`config.mk`:
```
export PLATFORM = sky130hd
export DESIGN_NAME = ppu_write_queue
export DESIGN_NICKNAME = d
export VERILOG_FILES = /design/src/rtl/ppu_pkg.sv /design/src/rtl/sync_fifo.sv /design/src/rtl/ppu_write_queue.sv
export SDC_FILE = /design/constraint.sdc
export NUM_CORES = 1
export LEC_CHECK = 0
export CORE_UTILIZATION = 38
export DETAILED_ROUTE_END_ITERATION = 10
export GPL_ROUTABILITY_DRIVEN = 1
export MAX_ROUTING_LAYER = met4
export SLEW_MARGIN = 20
export SYNTH_ARGS = -nofsm -noshare
export SYNTH_HDL_FRONTEND = slang
export SYNTH_SLANG_ARGS = --single-unit
```
`constraint.sdc`:
```
create_clock -name clk -period 9.4 [get_ports clk]
set_clock_uncertainty 0.1 [all_clocks]
set_input_delay 0.94 -clock clk [delete_from_list [all_inputs] [get_ports clk]]
set_output_delay 0.94 -clock clk [all_outputs]
set_load 0.01 [all_outputs]
```
`src/rtl/ppu_pkg.sv`:
```
// Shared definitions for the PPU write queue: the IRQ acknowledge address,
// the queued bus-write record and the drain FSM states.
package ppu_pkg;

  localparam logic [11:0] IRQ_ACK_ADDR = 12'hFFF;

  typedef struct packed {
    logic [11:0] addr;
    logic [31:0] data;
  } ppu_entry_t;

  localparam int ENTRY_W = $bits(ppu_entry_t);

  typedef enum logic {
    IDLE  = 1'b0,
    DRAIN = 1'b1
  } ppu_state_t;

endpackage

```
`src/rtl/sync_fifo.sv`:
```
// Single-clock FIFO with combinational head read and an occupancy count.
// Overflowing pushes and underflowing pops are ignored.
module sync_fifo #(
  parameter int WIDTH = 44,
  parameter int DEPTH = 16
) (
  input  logic                     clk,
  input  logic                     reset,
  input  logic                     push,
  input  logic                     pop,
  input  logic [WIDTH-1:0]         wr_data,
  output logic [WIDTH-1:0]         rd_data,
  output logic [$clog2(DEPTH):0]   level
);

  localparam int PTR_W = $clog2(DEPTH);
  localparam logic [PTR_W:0] FULL_LEVEL = (PTR_W + 1)'(DEPTH);

  logic [WIDTH-1:0] mem [DEPTH];
  logic [PTR_W-1:0] rd_ptr;
  logic [PTR_W-1:0] wr_ptr;
  logic             do_push;
  logic             do_pop;

  assign do_pop  = pop && (level != '0);
  // When full, a push is still legal alongside a pop: the slot is freed at the same edge.
  assign do_push = push && ((level != FULL_LEVEL) || do_pop);
  assign rd_data = mem[rd_ptr];

  // NOTE: storage has no reset; validity is tracked entirely by the pointers and level.
  always_ff @(posedge clk) begin
    if (do_push) mem[wr_ptr] <= wr_data;
  end

  // NOTE: sequential state uses non-blocking assignments so every register samples pre-edge values.
  always_ff @(posedge clk) begin
    if (!reset) begin
      rd_ptr <= '0;
      wr_ptr <= '0;
      level  <= '0;
    end else begin
      if (do_push) wr_ptr <= wr_ptr + PTR_W'(1);
      if (do_pop)  rd_ptr <= rd_ptr + PTR_W'(1);
      case ({do_push, do_pop})
        2'b10:   level <= level + (PTR_W + 1)'(1);
        2'b01:   level <= level - (PTR_W + 1)'(1);
        default: level <= level;
      endcase
    end
  end

endmodule

```
`src/rtl/ppu_write_queue.sv`:
```
// Buffers CPU writes to the PPU and replays them only during vertical blank,
// one per cycle; also raises a sticky vblank interrupt acknowledged at 0xFFF.
module ppu_write_queue
  import ppu_pkg::*;
#(
  parameter int DEPTH = 16
) (
  input  logic                     clk,
  input  logic                     reset,
  input  logic [31:0]              writedata,
  input  logic [11:0]              address,
  input  logic                     write,
  input  logic                     chipselect,
  output logic                     waitrequest,
  input  logic                     vblank,
  output logic [11:0]              ppu_address,
  output logic [31:0]              ppu_write_data,
  output logic                     ppu_write,
  output logic                     ppu_chipselect,
  output logic                     irq,
  output logic [$clog2(DEPTH):0]   level
);

  localparam int LVL_W = $clog2(DEPTH) + 1;
  localparam logic [LVL_W-1:0] FULL_LEVEL = LVL_W'(DEPTH);

  ppu_state_t       state_q;
  ppu_state_t       state_d;
  ppu_entry_t       wr_entry;
  ppu_entry_t       head;
  logic             bus_req;
  logic             is_ack;
  logic             full;
  logic             push;
  logic             pop;
  logic [LVL_W-1:0] level_after_pop;
  logic             vblank_d;

  assign bus_req     = chipselect && write && (address != IRQ_ACK_ADDR);
  assign is_ack      = chipselect && write && (address == IRQ_ACK_ADDR);
  assign full        = (level == FULL_LEVEL);
  assign waitrequest = bus_req && full;
  assign push        = bus_req && !full;
  assign wr_entry    = '{addr: address, data: writedata};

  sync_fifo #(
    .WIDTH (ENTRY_W),
    .DEPTH (DEPTH)
  ) u_fifo (
    .clk     (clk),
    .reset   (reset),
    .push    (push),
    .pop     (pop),
    .wr_data (wr_entry),
    .rd_data (head),
    .level   (level)
  );

  always_ff @(posedge clk) begin
    if (!reset) state_q <= IDLE;
    else        state_q <= state_d;
  end

  assign level_after_pop = level - LVL_W'(pop);

  // NOTE: every always_comb output gets a default first so no path infers a latch.
  always_comb begin
    state_d = state_q;
    case (state_q)
      IDLE:    if (vblank && (level != '0)) state_d = DRAIN;
      DRAIN:   if (!vblank || (level_after_pop == '0)) state_d = IDLE;
      default: state_d = IDLE;
    endcase
  end

  // The entering cycle already pops, which gives the two-cycle push-to-write latency.
  always_comb begin
    pop = 1'b0;
    case (state_q)
      IDLE:    pop = vblank && (level != '0);
      DRAIN:   pop = vblank && (level != '0);
      default: pop = 1'b0;
    endcase
  end

  always_ff @(posedge clk) begin
    if (!reset) begin
      ppu_write      <= 1'b0;
      ppu_address    <= '0;
      ppu_write_data <= '0;
    end else begin
      ppu_write <= pop;
      if (pop) begin
        ppu_address    <= head.addr;
        ppu_write_data <= head.data;
      end
    end
  end

  assign ppu_chipselect = ppu_write;

  // vblank_d resets high so leaving reset inside blanking does not look like an edge.
  always_ff @(posedge clk) begin
    if (!reset) begin
      vblank_d <= 1'b1;
      irq      <= 1'b0;
    end else begin
      vblank_d <= vblank;
      if (vblank && !vblank_d)       irq <= 1'b1;
      else if (is_ack && writedata[0]) irq <= 1'b0;
    end
  end

endmodule

```
==> summary.md <==
| Metric | Value |
|---|---|
| Status | `finished, final reports clean` |
| RSZ-0062 raised after global routing | `false` |
| Crit path max fanout | `17` |
| Initial antenna violation count | `1` |
| Max Clock Freq | `221 MHz` |
| Worst-path clk slew | `0.05 ns` |
| Most common cell in the netlist | `edfxtp_1` |
| Die width | `approximately 280 um` |
| Post-detail-place hpwl | `33.6 mm` |
| Final hold violations | `0` |
| Max cap viols | `0` |
| Area share of the largest cell type after synthesis | `between 70% and 80%` |
| Std-Cell Rows | `a little over 100` |
| DR DRC count | `0` |
| Synth unique cells | `49` |
| Hold crit path type | `register to register` |
| Post-synth EDFFs | `between 700 and 800` |
| Top FF cell, synth | `edfxtp_1` |
| Worst Setup Path Type | `input port to output pin` |
| Routed WL | `64.0 mm` |
| Port Buffer Count | `101` |
| Reg area | `roughly 22000 um2` |
| Headroom to the max-slew limit | `between 20% and 30%` |
| TNS Setup | `0 ns` |
| Area of the multi-input gates | `6480 um2` |
| Share of post-route cells with drive strength above 1 | `25.8%` |
| Vias | `13400` |
| Number of global-route vias before repair | `around 14000` |
| Nets | `1494` |
| Final cell count without fillers | `~2500` |
| Die Area | `slightly below 80000 um2` |
| DR vias/cell | `5.28` |
| Most instantiated cells after synthesis | `edfxtp_1, mux4_2, mux2i_1, dfxtp_1, nand3_1` |
| DRT iter0 DRCs | `approximately 990` |
| Mapped cell area | `29200 um2` |
| Core Area | `76100 um2` |
| Sequential area share after synthesis | `approximately three quarters` |
| Post-CTS Resized | `0` |
| Die height | `279 um` |
| Synth Register Bits | `764` |
| Worst VDD drop | `approximately 0.17 mV` |
| CP Data Required Time | `8.36 ns` |
| Post-CTS setup buffers | `0` |
| P per Cell Area | `around 250 nW/um2` |
| H-Tree Depth | `3` |
| Worst Path Arrival | `roughly 3.5 ns` |
| First-pass GRT wire length | `95.0 mm` |
| Drt wl/cell | `between 20 and 30 um` |
| Area Growth Syn to Fin | `16.0%` |
| Largest net degree at the start of global routing | `99` |
| Post-Syn Nets | `~1400` |
| Total GRT Usage | `17.1%` |
| Critical Path Start Type | `input port` |
| Avg Inst Size Synth | `22.4 um2` |
| TritonCTS Buffers | `79` |
| Fin crit period | `about 4.5 ns` |
| Top Ports | `102` |
| Mapped Cells | `1305` |
| Initial core utilization | `38.4%` |
| Max clock buf depth | `3` |
| LEAKAGE | `10.1 nW` |
| CP Capture Type | `output pin` |
| Leading area contributor after synthesis | `edfxtp_1` |
| Final Max Tran Viols | `0` |
| Gp weighted congestion | `0.769` |
| Detailed Routing Iterations Pass 1 | `4` |
| Worst-Skew Late Latency | `0.62 ns` |
| Fillers | `~6400` |
| Largest cells by area after synthesis | `edfxtp_1, mux4_2, dfxtp_1` |
| Total global routing overflow | `0` |
| Ys Warns | `0` |
| CTS tree | `built` |
| Slew @ Worst Pin | `1.13 ns` |
| Clock Sinks | `764` |
| ANT nets after route | `0` |
| Final Setup Violations | `0` |
| Async SR Flop Fraction | `0%` |
| Clk root buf | `clkbuf_16` |
| Tcrit/Tclk final | `48.2%` |
| Cts hold-fix bufs | `0` |
| Cells after DPL | `2385` |
[state kept, by name (all words and copies together) (netlist names)]
| name | cells |
|---|---|
| irq | 1 |
| ppu_address | 12 |
| ppu_chipselect | 1 |
| ppu_write_data | 32 |
| u_fifo.level | 5 |
| u_fifo.mem | 704 |
| u_fifo.rd_ptr | 4 |
| u_fifo.wr_ptr | 4 |
| vblank_d | 1 |
[power breakdown]
part	leakage (nW)	total [mW]	switching, mW	internal [mW]
clock network	1.25	3.08	1.27	1.80
logic	2.07	1.27	0.631	0.637
registers	6.83	3.97	0.139	3.83
total	10.1	8.31	2.04	6.27
[final timing paths]
kind,from,to,slack [ns],cells past startpoint
setup / recovery,address[9],waitrequest,4.87,5
hold / removal,ppu_write_data[16],ppu_write_data[16],0.39,2
setup reg to reg,u_fifo.level[1],u_fifo.level[4],5.65,11
hold reg to reg,ppu_write_data[16],ppu_write_data[16],0.39,2
[layer usage]
| metal | vias to the layer above | GRT usage (%) | part of all wire, % |
|---|---|---|---|
| li1 | 5808 | - | - |
| met1 | 7168 | 22.1 | 44 |
| met2 | 295 | 28.2 | 50 |
| met3 | 89 | 2.39 | 3.6 |
| met4 | 0 | 5.13 | 1.9 |
| met5 | - | - | 0 |
[cells by family (layout without fill, tap and decap cells)]
logic type                 after synthesis  after routing  share of synthesized area, %
DFF                                    764            764                          76.5
muxes                                  265            265                          16.6
and+or+nand+nor                        105            105                          2.01
buffers and inverters                   85            281                          1.54
AOI/OAI and AO/OA                       72             72                          2.85
adders and majority gates                9              9                         0.385
xor gates and xnor gates                 5              5                         0.150
other                                    0              1                             0
[cell usage in the layout, fill, tap and decap left out, types with 5 or more instances in the layout]
| master | n |
|---|---|
| edfxtp_1 | 704 |
| mux4_2 | 176 |
| clkdlybuf4s50_1 | 100 |
| mux2i_1 | 89 |
| clkbuf_16 | 80 |
| dfxtp_1 | 57 |
| nand3_1 | 52 |
| o221ai_2 | 41 |
| clkbuf_1 | 26 |
| buf_4 | 25 |
| clkinv_2 | 15 |
| and3_2 | 12 |
| nor2_1 | 9 |
| a21oi_1 | 9 |
| ha_1 | 9 |
| clkbuf_8 | 8 |
| inv_1 | 7 |
| bufinv_16 | 6 |
| clkinv_1 | 5 |
[worst max-delay path, cell delays in order]
cell,delay (ns)
clkdlybuf4s50_1,0.86
nand4_1,0.34
o311ai_2,0.67
nor2_1,0.14
clkdlybuf4s50_1,0.53
[layout make-up]
class	instances	share of cell area, %
Inverter	8	0.0886
Sequential cell	764	65.9
Tap cell	1030	3.80
Timing Repair Buffer	127	3.58
Antenna cell	1	0.00738
Multi-Input combinational cell	456	19.1
Clock buffer	114	6.52
Clock inverter	32	0.982
[through the flow]
step / area, um2 / setup WS (ns) / power [mW] / hold WS (ns) / utilization (%)
2_1_floorplan: 29200 / 5.60 / 4.86 / 0.362 / -
3_3_place_gp: 31400 / 3.95 / 5.33 / 0.383 / 41.2
3_5_place_dp: 31400 / 3.85 / 5.35 / 0.380 / 41.2
4_1_cts: 33900 / 4.46 / 8.42 / 0.398 / 44.6
5_1_grt: 33900 / 4.62 / 8.63 / 0.424 / 44.6
6_report: 33900 / 4.87 / 8.31 / 0.393 / 44.6
(Power assumes the default switching activity.)
